<file path="src/rtl/led_digit_scanner_pkg.sv">
`default_nettype none
// +--------------------------------------------------------------------+
// | led_digit_scanner_pkg: shared state encodings and matrix constants  |
// | Rev 1.0                                                            |
// +--------------------------------------------------------------------+
package led_digit_scanner_pkg;

  typedef enum logic [1:0] {
    ST_BLANK = 2'd0,
    ST_FETCH = 2'd1,
    ST_SHOW  = 2'd2,
    ST_GAP   = 2'd3
  } state_t;

  localparam int          NUM_COLS       = 16;
  localparam int          COLS_PER_DIGIT = 4;
  localparam logic [7:0]  BLANK_COL      = 8'hFF;
  localparam logic [15:0] COLS_OFF       = 16'hFFFF;

endpackage
`default_nettype wire

</file>
<file path="src/rtl/led_digit_font.sv">
`default_nettype none
// +--------------------------------------------------------------------+
// | led_digit_font: 4x8 active-low glyph columns for BCD digits 0-9     |
// | Rev 1.0                                                            |
// +--------------------------------------------------------------------+
module led_digit_font
  import led_digit_scanner_pkg::*;
(
  input  logic [3:0] bcd,
  input  logic [1:0] col,
  output logic [7:0] col_bits
);

  // Glyph words are packed {col3, col2, col1, col0}; bit 0 is the top row.
  logic [31:0] w_glyph;

  always_comb begin
    w_glyph = {4{BLANK_COL}};
    case (bcd)
      4'd0: w_glyph = 32'hC1BEBEC1;
      4'd1: w_glyph = 32'hBF80BDFF;
      4'd2: w_glyph = 32'hB9B6AE9D;
      4'd3: w_glyph = 32'hC9B6B6DD;
      4'd4: w_glyph = 32'hEF80EBE7;
      4'd5: w_glyph = 32'hC6BABAD8;
      4'd6: w_glyph = 32'hCDB6B6C1;
      4'd7: w_glyph = 32'hF8F68EFE;
      4'd8: w_glyph = 32'hC9B6B6C9;
      4'd9: w_glyph = 32'hC1B6B6D9;
      default: w_glyph = {4{BLANK_COL}};
    endcase
    col_bits = w_glyph[{col, 3'b000} +: 8];
  end

endmodule
`default_nettype wire

</file>
<file path="src/rtl/led_digit_scanner.sv">
`default_nettype none
// +--------------------------------------------------------------------+
// | led_digit_scanner: column-multiplexed 4-digit LED matrix driver     |
// | Rev 1.0                                                            |
// +--------------------------------------------------------------------+
module led_digit_scanner
  import led_digit_scanner_pkg::*;
#(
  parameter int DWELL = 1000
) (
  input  logic        clk,
  input  logic        rst_n,
  input  logic        load,
  input  logic [15:0] digits,
  output logic [15:0] col_sel,
  output logic [7:0]  row_data,
  output logic        pending,
  output logic        frame_done
);

  localparam logic [15:0] DWELL_LOAD = 16'(DWELL - 1);
  localparam logic [3:0]  LAST_COL   = 4'(NUM_COLS - 1);

  state_t      r_state;
  logic [3:0]  r_column;
  logic [15:0] r_dwell;
  logic [15:0] r_active;
  logic [15:0] r_pend_val;

  logic [3:0]  w_bcd;
  logic [7:0]  w_font_col;
  logic [15:0] w_col_on;

  always_comb begin
    w_bcd = r_active[3:0];
    case (r_column[3:2])
      2'd0: w_bcd = r_active[3:0];
      2'd1: w_bcd = r_active[7:4];
      2'd2: w_bcd = r_active[11:8];
      2'd3: w_bcd = r_active[15:12];
      default: w_bcd = r_active[3:0];
    endcase
    w_col_on = ~(16'h0001 << r_column);
  end

  led_digit_font u_font (
    .bcd      (w_bcd),
    .col      (r_column[1:0]),
    .col_bits (w_font_col)
  );

  // Outputs are registered so that they reflect the state being entered.
  always_ff @(posedge clk or negedge rst_n) begin
    if (!rst_n) begin
      r_state    <= ST_BLANK;
      r_column   <= 4'd0;
      r_dwell    <= 16'd0;
      r_active   <= 16'h0000;
      r_pend_val <= 16'h0000;
      pending    <= 1'b0;
      col_sel    <= COLS_OFF;
      row_data   <= BLANK_COL;
      frame_done <= 1'b0;
    end else begin
      frame_done <= 1'b0;
      case (r_state)
        ST_BLANK: begin
          col_sel  <= COLS_OFF;
          row_data <= BLANK_COL;
          if (pending) begin
            r_active <= r_pend_val;
            pending  <= 1'b0;
            r_column <= 4'd0;
            r_state  <= ST_FETCH;
          end
        end
        ST_FETCH: begin
          row_data <= w_font_col;
          col_sel  <= w_col_on;
          r_dwell  <= DWELL_LOAD;
          r_state  <= ST_SHOW;
        end
        ST_SHOW: begin
          if (r_dwell == 16'd0) begin
            col_sel  <= COLS_OFF;
            row_data <= BLANK_COL;
            r_state  <= ST_GAP;
          end else begin
            r_dwell <= r_dwell - 16'd1;
          end
        end
        ST_GAP: begin
          r_state <= ST_FETCH;
          if (r_column == LAST_COL) begin
            r_column   <= 4'd0;
            frame_done <= 1'b1;
            if (pending) begin
              r_active <= r_pend_val;
              pending  <= 1'b0;
            end
          end else begin
            r_column <= r_column + 4'd1;
          end
        end
        default: r_state <= ST_BLANK;
      endcase
      // A load on the same edge as an apply is kept for the next boundary.
      if (load) begin
        r_pend_val <= digits;
        pending    <= 1'b1;
      end
    end
  end

endmodule
`default_nettype wire

</file>
<file path="config.mk">
export PLATFORM = sky130hd
export DESIGN_NAME = led_digit_scanner
export DESIGN_NICKNAME = d
export VERILOG_FILES = /design/src/rtl/led_digit_scanner_pkg.sv /design/src/rtl/led_digit_font.sv /design/src/rtl/led_digit_scanner.sv
export SDC_FILE = /design/constraint.sdc
export NUM_CORES = 1
export LEC_CHECK = 0
export ABC_AREA = 1
export CAP_MARGIN = 30
export CORE_MARGIN = 5
export CORE_UTILIZATION = 55
export CTS_CLUSTER_SIZE = 25
export DETAILED_ROUTE_END_ITERATION = 6
export PLACE_DENSITY_LB_ADDON = 0.05
export SETUP_SLACK_MARGIN = 0.3
export SYNTH_ARGS = -nofsm -noshare
export SYNTH_HDL_FRONTEND = slang
export SYNTH_SLANG_ARGS = --single-unit
</file>
<file path="constraint.sdc">
create_clock -name clk -period 2.6 [get_ports clk]
set_clock_uncertainty 0.15 [all_clocks]
set_input_delay 0.39 -clock clk [delete_from_list [all_inputs] [get_ports clk]]
set_output_delay 0.39 -clock clk [all_outputs]
set_load 0.05 [all_outputs]
</file>
# After elaboration in Yosys (flattened, before gate mapping)

Memory sizes are Yosys's and may differ from the RTL's.
Cells that the tools add are included.

Word-level logic and storage cells: 61
Bits of input ports: 19
Flip-flop bits (word level): 80
Bits in read-only memories: 448
Memories: 1

Memories:

| name             | words | width | read ports | clocked after memory_dff | write ports | RTL line             | text |
|---|---|---|---|---|---|---|---|
| (name not given) | 16    | 28    | 1          | 0                        | 0           | led_digit_font.sv:19 | `case (bcd)` |

Add/sub/neg operators: 2
Equality and inequality tests: 12
Reduce and logical (&&, ||, !) cells: 13
Shifts and indexed selects: 2
Multiplexer cells: 21
Bitwise logic cells: 1

Operator list:

| operator                | count |
|---|---|
| $mux W16                | 4 |
| $pmux W16 S2            | 2 |
| $pmux W16 S3            | 1 |
| $shiftx A32 B6 Y8       | 1 |
| $pmux W8 S3             | 1 |
| $logic_not A16 Y1       | 1 |
| $not A16 Y16            | 1 |
| $pmux W4 S4             | 1 |
| $shl A1 B4 Y16 const A  | 1 |
| $sub A16 B1 Y16 const B | 1 |
| $reduce_and A2 Y1       | 6 |
| $eq A2 B2 Y1 const B    | 4 |
| $mux W4                 | 2 |
| $mux W8                 | 1 |
| $ne A2 B2 Y1 const B    | 4 |
| $pmux W2 S4             | 1 |
| $pmux W4 S2             | 1 |
| $reduce_bool A3 Y1      | 2 |
| $add A4 B1 Y4 const B   | 1 |
| $eq A2 B1 Y1 const B    | 2 |
| $eq A4 B4 Y1 const B    | 1 |
| $logic_not A2 Y1        | 2 |
| $mux W1                 | 4 |
| $mux W2                 | 2 |
| 3 further kinds         | 4 |

# Depth between registers and ports, before layout

Gate-level depths: netlist of the first run.
An unclocked memory read counts as a cell.

Word-level depth: 5
Depth in mapped cells: 15

# By module

Synthesis of the first run repeated with hierarchy kept, for this count alone.

Cells, all modules: 591
Area, all modules: 4541.9 µm²

Modules (own cells, without submodules):

| module            | instances | sequential area each (µm²) | cells an instance | area each (µm²) |
|---|---|---|---|---|
| led_digit_scanner | 1         | 2031.9                     | 465               | 3848.7 |
| led_digit_font    | 1         | 0.0                        | 126               | 693.2 |

# Least setup slack after synthesis of the first run

No wires, ideal clock.

Path type: register to register
From: register r_column[2]
To: register row_data[4]
Setup time: 73 ps
Required time: 2377 ps
Clock period less this slack: 2079 ps
Arrival: 1856 ps
Slack: 521 ps
Cell stages (with the launch flop): 14
Cell sequence: dfrtp_1 buf_6 buf_4 nand3_2 nand3_1 nor2_1 ha_1 nand2_1 nand2_1 nand2_1 nand2_1 nor2_1 nor2_1 a21oi_1

Cells in the longest elaborated chain, start to end: 5
Elaborated cells on any way between the ends: 8
Those cells by class: eq/ne (3); shift (1); mux (2); reduce/logical (1); memory (1)

RTL lines:

| what                                 | RTL line                 | text |
|---|---|---|
| start: declaration                   | led_digit_scanner.sv:25  | `logic [3:0] r_column;` |
| start signal: assignment             | led_digit_scanner.sv:102 | `r_column <= r_column + 4'd1;` |
| $eq A2 B2 Y1 (tied with other cells) | led_digit_scanner.sv:36  | `case (r_column[3:2])` |
| $pmux W4 S4 *                        | led_digit_scanner.sv:36  |  |
| $mem_v2 Z16 W28 *                    | n/a                      |  |
| $shiftx A32 B6 Y8 *                  | led_digit_font.sv:32     | `col_bits = w_glyph[{col, 3'b000} +: 8];` |
| $pmux W8 S3 *                        | led_digit_scanner.sv:66  | `case (r_state)` |
| end signal: assignment               | led_digit_scanner.sv:78  | `row_data <= w_font_col;` |
| end: declaration                     | led_digit_scanner.sv:16  | `output logic [7:0] row_data,` |

Mark *: on every way between the ends. The rest lies on a longest branch, timed or not.
A chain may end at the register's enable or synchronous reset.

# Final worst setup path of the first run

From: register col_sel[10]
To: output col_sel[10]

RTL lines:

| what                     | RTL line                | text |
|---|---|---|
| start: declaration       | led_digit_scanner.sv:15 | `output logic [15:0] col_sel,` |
| start signal: assignment | led_digit_scanner.sv:79 | `col_sel <= w_col_on;` |

No word-level cell between the ends.

==> results of run 1 <==
-- stage by stage --
step           cell area, sq um  total power [mW]
2_1_floorplan              4500              1.50
3_3_place_gp               5130              1.60
3_5_place_dp               5150              1.60
4_1_cts                    5330              2.40
5_1_grt                    5380              2.50
6_report                   5380              2.37
-- power by group --
group / leakage, nW / internal (mW) / switching [mW]
Sequential: 0.905 / 1.28 / 0.0215
Combinational: 1.59 / 0.100 / 0.173
Clock: 0.0797 / 0.348 / 0.448
-- flip-flops by register name, summed over array words and instances (netlist names) --
| register | count |
|---|---|
| r_pend_val | 16 |
| row_data | 7 |
| r_active | 16 |
| r_dwell | 16 |
| pending | 1 |
| r_column | 4 |
| r_state | 2 |
| frame_done | 1 |
| col_sel | 16 |
-- layout by cell type, fill, tap and decap left out, drive strengths merged, types with 3 or more instances in the layout --
cell type      synthesis  final
clkinv                 1      3
ha                    20     20
inv                   66     67
a31oi                 17     17
a21oi                 13     13
clkbuf                 6     11
nand2                140    140
dfstp                 23     23
nor2                  69     69
clkdlybuf4s50          0     42
xor2                   5      5
dfrtp                 56     56
buf                   15     33
o21ai                 51     51
nand3                 48     48
nand4                 11     11
nor3                   6      6
-- kinds of logic (layout without fill, tap and decap cells) --
logic type / Yosys count / count (layout) / synth area share, %
DFF: 79 / 79 / 44.6
xor gates and xnor gates: 5 / 5 / 0.973
and+or+nand+nor: 281 / 281 / 29.9
AOI/OAI and AO/OA: 86 / 86 / 10.3
buffers and inverters: 88 / 159 / 8.59
other: 1 / 1 / 0.0833
adders and majority gates: 20 / 20 / 5.56
-- tightest hold or removal path, delay by kind of cell, from the launching register on --
| family | cells | cell delay (ps) |
|---|---|---|
| compound gates | 1 | 60 |
| flops | 1 | 350 |
| simple gates | 1 | 50 |
-- worst max-delay path by stage --
stage | cells after the start | end | startpoint | slack, ps
after floorplan | 13 | row_data[4] | r_column[2] | 520
after global placement | 8 | col_sel[12] | r_dwell[9] | 120
after detailed placement | 12 | row_data[4] | r_column[3] | 210
after CTS | 12 | row_data[4] | r_column[2] | 310
after global routing | 12 | row_data[4] | r_column[3] | 260
final | 1 | col_sel[10] | col_sel[10] | 370
-- final cells by class --
type | instances | area (sq um)
fill | 726 | 2710
multi-input combinational | 393 | 2130
sequential | 79 | 2010
timing repair buffer | 76 | 698
inverter | 67 | 251
clock buffer | 11 | 131
tap | 105 | 131
clock inverter | 5 | 33.8
-- metal layers --
| metal | vias up | wire, um | global-route usage (%) | part of all wire [%] |
|---|---|---|---|---|
| li1 | 1940 | - | - | - |
| met1 | 1725 | 4580 | 28.3 | 48 |
| met2 | 96 | 4380 | 31.5 | 46 |
| met3 | 16 | 490 | 3.39 | 5.1 |
| met4 | 0 | 173 | 7.15 | 1.8 |
| met5 | - | 0 | 0 | 0 |
-- timing repair --
action / CTS / global route
endpoints found under the setup margin: 4 / 9
gates resized for setup: 2 / 4
endpoints found under the hold margin: 18 / 0
hold buffers: 1 / 0
setup buffers: 0 / 5
pin swaps: 0 / 1
==> results.yml, run 1 <==
clock_tree:
  cts_root_buffer: "clkbuf_8"
  cts.htree.levels: 3
  cts-buffers-inserted: 9
  clkSlewWorstSetupHoldPaths_ps: 80
  clk_latency_ps: 340
  cts_sinks: 79
  clock_path_buffers: 2
  cts_tree: "built"
placed_design:
  gp_congestion: 0.900
  pre_cts_slack_ps: 205
  port_buffers: 43
  dp_hpwl_mm: 7.07
  dp_cells: 714
final_layout:
  areaGrowthSynthToFinish_pct: 19.5
  fin_nets: 665
  drive_gt1_share_pct: 17.9
  diodes: 0
  final_util_pct: 66.5
  layout.cells.non_filler: 736
global_routing:
  grt_pass1_wl_mm: 16.5
  grt_pass1_vias: 3524
  antenna_found_initial: 0
  gr-total-overflow: 0
  grt_max_degree: 43
  track_usage_pct: 20.1
floorplanning:
  chipHeight_um: 100
  core_sq_um: 8090
  num_rows: 33
  die-area_sq_um: 10100
  ios: 45
  die_w_um: 100
  initial_core_util_pct: 55.6
power:
  power.density_nw_per_um2: 441
  power_leakage_nw: 2.57
  ir_drop_uv: 379
worst_setup_path:
  reg2reg_depth: 12
  slowest_delay_ps: 800
  critical_path_buf_inv_count: 1
  worstPathMaxFanout: 2
  critPathSlowestCell: "clkdlybuf4s50_1"
  r2r_start: "r_column[3]"
  r2r_end: "row_data[4]"
  worstSetupStartpointType: "flip-flop"
  r2r_slack_ps: 400
  worstPathArrival_ps: 1690
  crit_path_end_kind: "output port"
  critPathKind: "reg2out"
  crit_chain: "clkdlybuf4s50_1"
  crit_family: "buffers and inverters"
  cp_data_required_time_ps: 2060
yosys:
  synth.most_common_cell: "nand2_1"
  synth_area_leaders: "dfrtp_1, dfstp_2, nand2_1"
  synth_ff_type: "dfrtp_1"
  ys_warn_count: 0
  syn-mean-instance-area_sq_um: 8.04
  ys_types: 39
  synth_top_cell_by_area: "dfrtp_1"
  yosys-top-cells-count: "nand2_1, nor2_1, inv_1"
  synth_edf_count: 0
  synth_fp_nets: 599
  netlist_instances: 560
  yosysTopAreaCellShare_pct: 31.1
  synth_async_sr_flop_share_pct: 100
  ys_seq_area_share_pct: 44.6
  syn_area_sq_um: 4500
  synth-seq-cells: 79
routing:
  drtIter0Drc: 131
  wl_per_cell_um: 13.1
  drc: 0
  vias: 3777
  first_pass_iters: 5
  final_antenna_net_count: 0
  routed_via_density: 5.13
  wirelength_mm: 9.62
min_path:
  hp-class: "reg2reg"
  min_from: "r_active[4]"
  whs_endpoint: "r_active[4]"
  whs_path_depth: 2
sta:
  fin_tns_setup_ps: 0
  fmaxAchievable_mhz: 449
  setup_violations: 0
  report.final.hold_viol_count: 0
  worstMarginPinSlew_ps: 558
  fin_ws_ps: 375
  whs_ps: 347
  final_max_slew_viol_count: 0
  slew_headroom_pct: 62.8
  finalCriticalPeriod_ps: 2230
  fin_crit_sh_pct: 85.6
  grt_setup_unrepaired: "yes"
outcome:
  outcome: "completed"
flow_run:
  drv_cap: 0
No activity file was read; power rests on OpenSTA's default activity.
==> run 2, diff against run 1 <==
--- a/config.mk
+++ b/config.mk
@@ -6,13 +6,12 @@
 export NUM_CORES = 1
 export LEC_CHECK = 0
 export ABC_AREA = 1
-export CAP_MARGIN = 30
 export CORE_MARGIN = 5
 export CORE_UTILIZATION = 55
 export CTS_CLUSTER_SIZE = 25
 export DETAILED_ROUTE_END_ITERATION = 6
 export PLACE_DENSITY_LB_ADDON = 0.05
-export SETUP_SLACK_MARGIN = 0.3
+export SKIP_LAST_GASP = 1
 export SYNTH_ARGS = -nofsm -noshare
 export SYNTH_HDL_FRONTEND = slang
 export SYNTH_SLANG_ARGS = --single-unit
==> run 2 against run 1 <==
  * Setup slack worse by 140 ps
  * Fmax down 6.0%
  * Final area down 1.2%
  * Highest routed layer unchanged
  * Critical path type is now reg2reg
  * Critical path depth up 11
==> results.yml, run 2 (same netlist as run 1, synthesis figures left out) <==
power:
  power.density_nw_per_um2: 446
  total_power_mw: 2.37
  p_int_mw: 1.73
  swShare_pct: 27.0
  pwr-share-comb_pct: 11.5
  p_sw_uw: 640
  p_seq_share_pct: 55.0
  power_leakage_nw: 2.54
  clockPowerShare_pct: 33.5
  ir_drop_uv: 346
final_layout:
  fill_cells: 731
  fin_area_sq_um: 5320
  fin_nets: 659
  drive_gt1_share_pct: 16.6
  regArea_sq_um: 2010
  layout_commonest_cell: "nand2_1"
  multiInputGateArea_sq_um: 2110
  layout.cells.non_filler: 730
  areaGrowthSynthToFinish_pct: 18.1
  diodes: 0
  mostFrequentLayoutCells: "nand2_1, nor2_1, inv_1, dfrtp_1, clkdlybuf4s50_1"
routing:
  vias: 3713
  wirelength_mm: 9.41
  wl_per_cell_um: 12.9
  final_antenna_net_count: 0
  drtIter0Drc: 201
  routed_via_density: 5.09
  drc: 0
  first_pass_iters: 4
worst_setup_path:
  worstPathArrival_ps: 2500
  cp_data_required_time_ps: 2730
  worstPathMaxFanout: 7
  crit_path_end_kind: "flip-flop"
  worstSetupStartpointType: "flip-flop"
  critPathKind: "reg2reg"
clock_tree:
  clkSlewWorstSetupHoldPaths_ps: 80
  cts-buffers-inserted: 9
  cts.htree.levels: 3
  cts_tree: "built"
  clk_latency_ps: 350
  cts_root_buffer: "clkbuf_8"
  clock_path_buffers: 2
  cts_sinks: 79
global_routing:
  grt_pass1_vias: 3545
  track_usage_pct: 20.4
  antenna_found_initial: 0
  gr-total-overflow: 0
  grt_pass1_wl_mm: 16.5
  grt_max_degree: 43
flow_run:
  drv_cap: 0
placed_design:
  placed_area_sq_um: 5130
  pre_cts_slack_ps: 53.2
  dp_cells: 713
  dp_hpwl_mm: 6.96
  port_buffers: 43
  gp_congestion: 0.900
floorplanning:
  ios: 45
  num_rows: 33
  die_w_um: 100
  chipHeight_um: 100
  core_sq_um: 8090
  die-area_sq_um: 10100
  initial_core_util_pct: 55.6
sta:
  final_max_slew_viol_count: 0
  slew_headroom_pct: 58.0
  fmaxAchievable_mhz: 422
  setup_violations: 0
  report.final.hold_viol_count: 0
  fin_tns_setup_ps: 0
  finalCriticalPeriod_ps: 2370
  fin_ws_ps: 231
  grt_setup_unrepaired: "no"
  worstMarginPinSlew_ps: 629
  fin_crit_sh_pct: 91.1
outcome:
  outcome: "completed"
min_path:
  hp-class: "reg2reg"
[run 2: worst paths after layout]
check	start	to	slack, ps	depth (start not counted)
worst max-delay path	r_column[2]	row_data[4]	230	12
worst min-delay path	col_sel[5]	col_sel[5]	350	2
worst max register to register	r_column[2]	row_data[4]	230	12
worst min register to register	col_sel[5]	col_sel[5]	350	2
max in group asynchronous	rst_n	r_column[3]	1250	3
min in group asynchronous	rst_n	frame_done	430	2
[run 2: critical path, cell delays in order (launching register included)]
cell and delay, ps:
dfrtp_1 470, inv_2 130, nand3_1 170, nand3_1 90, nor2_1 340, ha_1 340
nand2_1 140, nand2_1 80, nand2_1 60, nand2_1 60, nor2_1 100, nor2_1 50
a21oi_1 130
[run 2: metrics by stage]
step | hold slack (ps) | util (%)
final | 352 | 65.7
after global routing | 370 | 65.7
after CTS | 353 | 65.6
after detailed placement | 277 | 63.4
after global placement | 272 | 63.4
after floorplan | -55.6 | -
[run 2: power groups by stage]
stage | sequential (mW) | combinational [mW] | clock (mW)
floorplan | 1.36 | 0.140 | 0
detailed placement | 1.33 | 0.273 | 0
global placement | 1.33 | 0.270 | 0
global route | 1.31 | 0.308 | 0.885
CTS | 1.30 | 0.276 | 0.824
finish | 1.30 | 0.271 | 0.795
[run 2: timing repair]
item,4_1_cts,5_1_grt
endpoints found under the hold margin,18,0
gates resized for setup,0,2
hold buffers,1,0
setup endpoints to repair,0,20
buffers inserted,0,0
[run 2: cell type report]
class                   count  area share, %
clock inverters             5          0.659
multi-input cells         393           39.8
repair buffers             70           12.1
inverters                  67           4.73
well taps                 105           2.47
flip-flops and latches     79           37.7
clock buffers              11           2.47
[run 2: routing by layer]
layer | part of all wire [%] | GRT usage, %
met1 | 48 | 28.6
met2 | 47 | 32.4
met3 | 4.7 | 3.74
met4 | 0.97 | 5.80
met5 | 0 | 0
==> run 3, diff against run 2 <==
--- a/config.mk
+++ b/config.mk
@@ -6,8 +6,10 @@
 export NUM_CORES = 1
 export LEC_CHECK = 0
 export ABC_AREA = 1
+export CORE_ASPECT_RATIO = 0.7
 export CORE_MARGIN = 5
 export CORE_UTILIZATION = 55
+export CTS_BUF_LIST = sky130_fd_sc_hd__clkbuf_4
 export CTS_CLUSTER_SIZE = 25
 export DETAILED_ROUTE_END_ITERATION = 6
 export PLACE_DENSITY_LB_ADDON = 0.05
==> constraint.sdc (replaced) <==
create_clock -name clk -period 2.6 [get_ports clk]
set_clock_uncertainty 0.15 [all_clocks]
set_input_delay 0.39 -clock clk [delete_from_list [all_inputs] [get_ports clk]]
set_output_delay 0.39 -clock clk [all_outputs]
set_load 0.02 [all_outputs]
==> run 3 against run 2 <==
  * Sequential share of layout area grew 0.54 points
  * Sequential power is essentially flat
  * Combinational power shrank 7%
  * Clock power shrank 7.3%
  * Worst hold slack lost 32 ps
  * Non-clock buffer count shrank 6
  * Core utilization grew 0.66 points
  * Total power shrank 3.2%
  * Count of clock-buffer cells in the layout is the same
  * Register-to-register slack gained 50 ps
==> results.yml, run 3 (same netlist as run 1, synthesis figures left out) <==
global_routing:
  gr-total-overflow: 0
  grt_pass1_vias: 3619
  grt_pass1_wl_mm: 17.0
  antenna_found_initial: 0
  track_usage_pct: 20.3
  grt_max_degree: 41
worst_setup_path:
  reg2reg_depth: 9
  critical_path_buf_inv_count: 4
  critPathSlowestCell: "dfrtp_1"
  critPathKind: "reg2reg"
  r2r_start: "r_state[0]"
  startpoint: "r_state[0]"
  worstPathMaxFanout: 19
  cp_data_required_time_ps: 2750
  crit_chain: "inv_1 > ha_1 > buf_4 > nor2_1 > inv_1 > nand2_2 > inv_2 > o21ai_0 > nand3_1"
  worstPathArrival_ps: 2470
  cp.depth: 9
  path_common_cell: "inv_1"
  r2r_slack_ps: 280
  crit_family: "buffers and inverters"
  r2r_end: "r_dwell[7]"
  worstSetupStartpointType: "flip-flop"
  slowest_delay_ps: 450
  crit_path_end_kind: "flip-flop"
placed_design:
  port_buffers: 43
  dp_hpwl_mm: 7.26
  gp_congestion: 0.910
  placed_area_sq_um: 5080
floorplanning:
  core_sq_um: 7910
  chipHeight_um: 85.7
  initial_core_util_pct: 56.9
  num_rows: 27
  die_w_um: 118
  die-area_sq_um: 10100
  ios: 45
clock_tree:
  clk_latency_ps: 420
  cts_tree: "built"
  cts_root_buffer: "clkbuf_4"
  clock_path_buffers: 2
  cts_sinks: 79
  clkSlewWorstSetupHoldPaths_ps: 130
  cts-buffers-inserted: 9
  cts.htree.levels: 3
routing:
  routed_via_density: 5.23
  drtIter0Drc: 279
  vias: 3768
  wirelength_mm: 9.69
  drc: 0
  final_antenna_net_count: 0
  wl_per_cell_um: 13.5
  first_pass_iters: 7
sta:
  fin_tns_setup_ps: 0
  fmaxAchievable_mhz: 431
  report.final.hold_viol_count: 0
  setup_violations: 0
  slew_headroom_pct: 54.8
  final_max_slew_viol_count: 0
  fin_crit_sh_pct: 89.2
  finalCriticalPeriod_ps: 2320
  grt_setup_unrepaired: "no"
  worstMarginPinSlew_ps: 677
flow_run:
  drv_cap: 0
power:
  power.density_nw_per_um2: 437
  ir_drop_uv: 406
  total_power_mw: 2.29
  power_leakage_nw: 2.50
final_layout:
  fin_area_sq_um: 5250
  drive_gt1_share_pct: 16.5
  final_util_pct: 66.4
  diodes: 0
  layout_commonest_cell: "nand2_1"
  mostFrequentLayoutCells: "nand2_1, nor2_1, inv_1, dfrtp_1, clkdlybuf4s50_1"
  fill_cells: 704
  areaGrowthSynthToFinish_pct: 16.5
  fin_nets: 653
outcome:
  outcome: "completed"
min_path:
  hp-class: "in2async"
==> run 3: changes by cell type in the layout (fill, tap and decap cells not counted), sizes merged <==
cell	delta
clkinvlp	+1
clkinv	-2
buf	-6
bufinv	+1
==> run 3: what timing repair did <==
item | 4_1_cts | 5_1_grt
setup buffers | 0 | 0
hold buffers | 1 | 0
pin swaps | 0 | 0
resized for setup | 1 | 3
endpoints found under the hold margin | 16 | 0
setup endpoints to repair | 2 | 6
==> run 3: worst max path at each step <==
stage | end | slack, ps
2_1_floorplan | row_data[4] | 520
3_3_place_gp | row_data[5] | 130
3_5_place_dp | row_data[0] | 30
4_1_cts | row_data[4] | 50
5_1_grt | r_dwell[7] | 80
6_report | r_dwell[7] | 280
==> run 3: through the flow <==
step	setup slack, ps	cells	hold slack [ps]
CTS	54.2	720	299
finish	281	720	320
global route	82.0	720	331
floorplan	521	560	-55.6
detailed placement	34.4	703	250
global placement	128	703	247
==> run 3: routing by layer <==
| metal | vias up | global-route usage (%) | wire [um] |
|---|---|---|---|
| met3 | 12 | 5.54 | 601 |
| li1 | 1921 | - | - |
| met4 | 0 | 4.69 | 101 |
| met2 | 116 | 30.4 | 4090 |
| met5 | - | 0 | 0 |
| met1 | 1719 | 29.4 | 4890 |
==> run 3: power by group <==
part	switching [mW]	internal [mW]	total, mW	leakage, nW
sequential	0.0219	1.28	1.31	0.905
combinational	0.152	0.100	0.252	1.52
clock	0.422	0.315	0.737	0.0731
total	0.596	1.70	2.29	2.50
==> run 3: area by class of cell <==
class / instances / area (sq um) / area share (%)
Multi-Input combinational cell: 393 / 2120 / 40.4
Clock inverter: 5 / 58.8 / 1.12
Inverter: 67 / 251 / 4.79
Sequential cell: 79 / 2010 / 38.3
Clock buffer: 11 / 82.6 / 1.57
Timing Repair Buffer: 64 / 601 / 11.5
Tap cell: 101 / 126 / 2.41
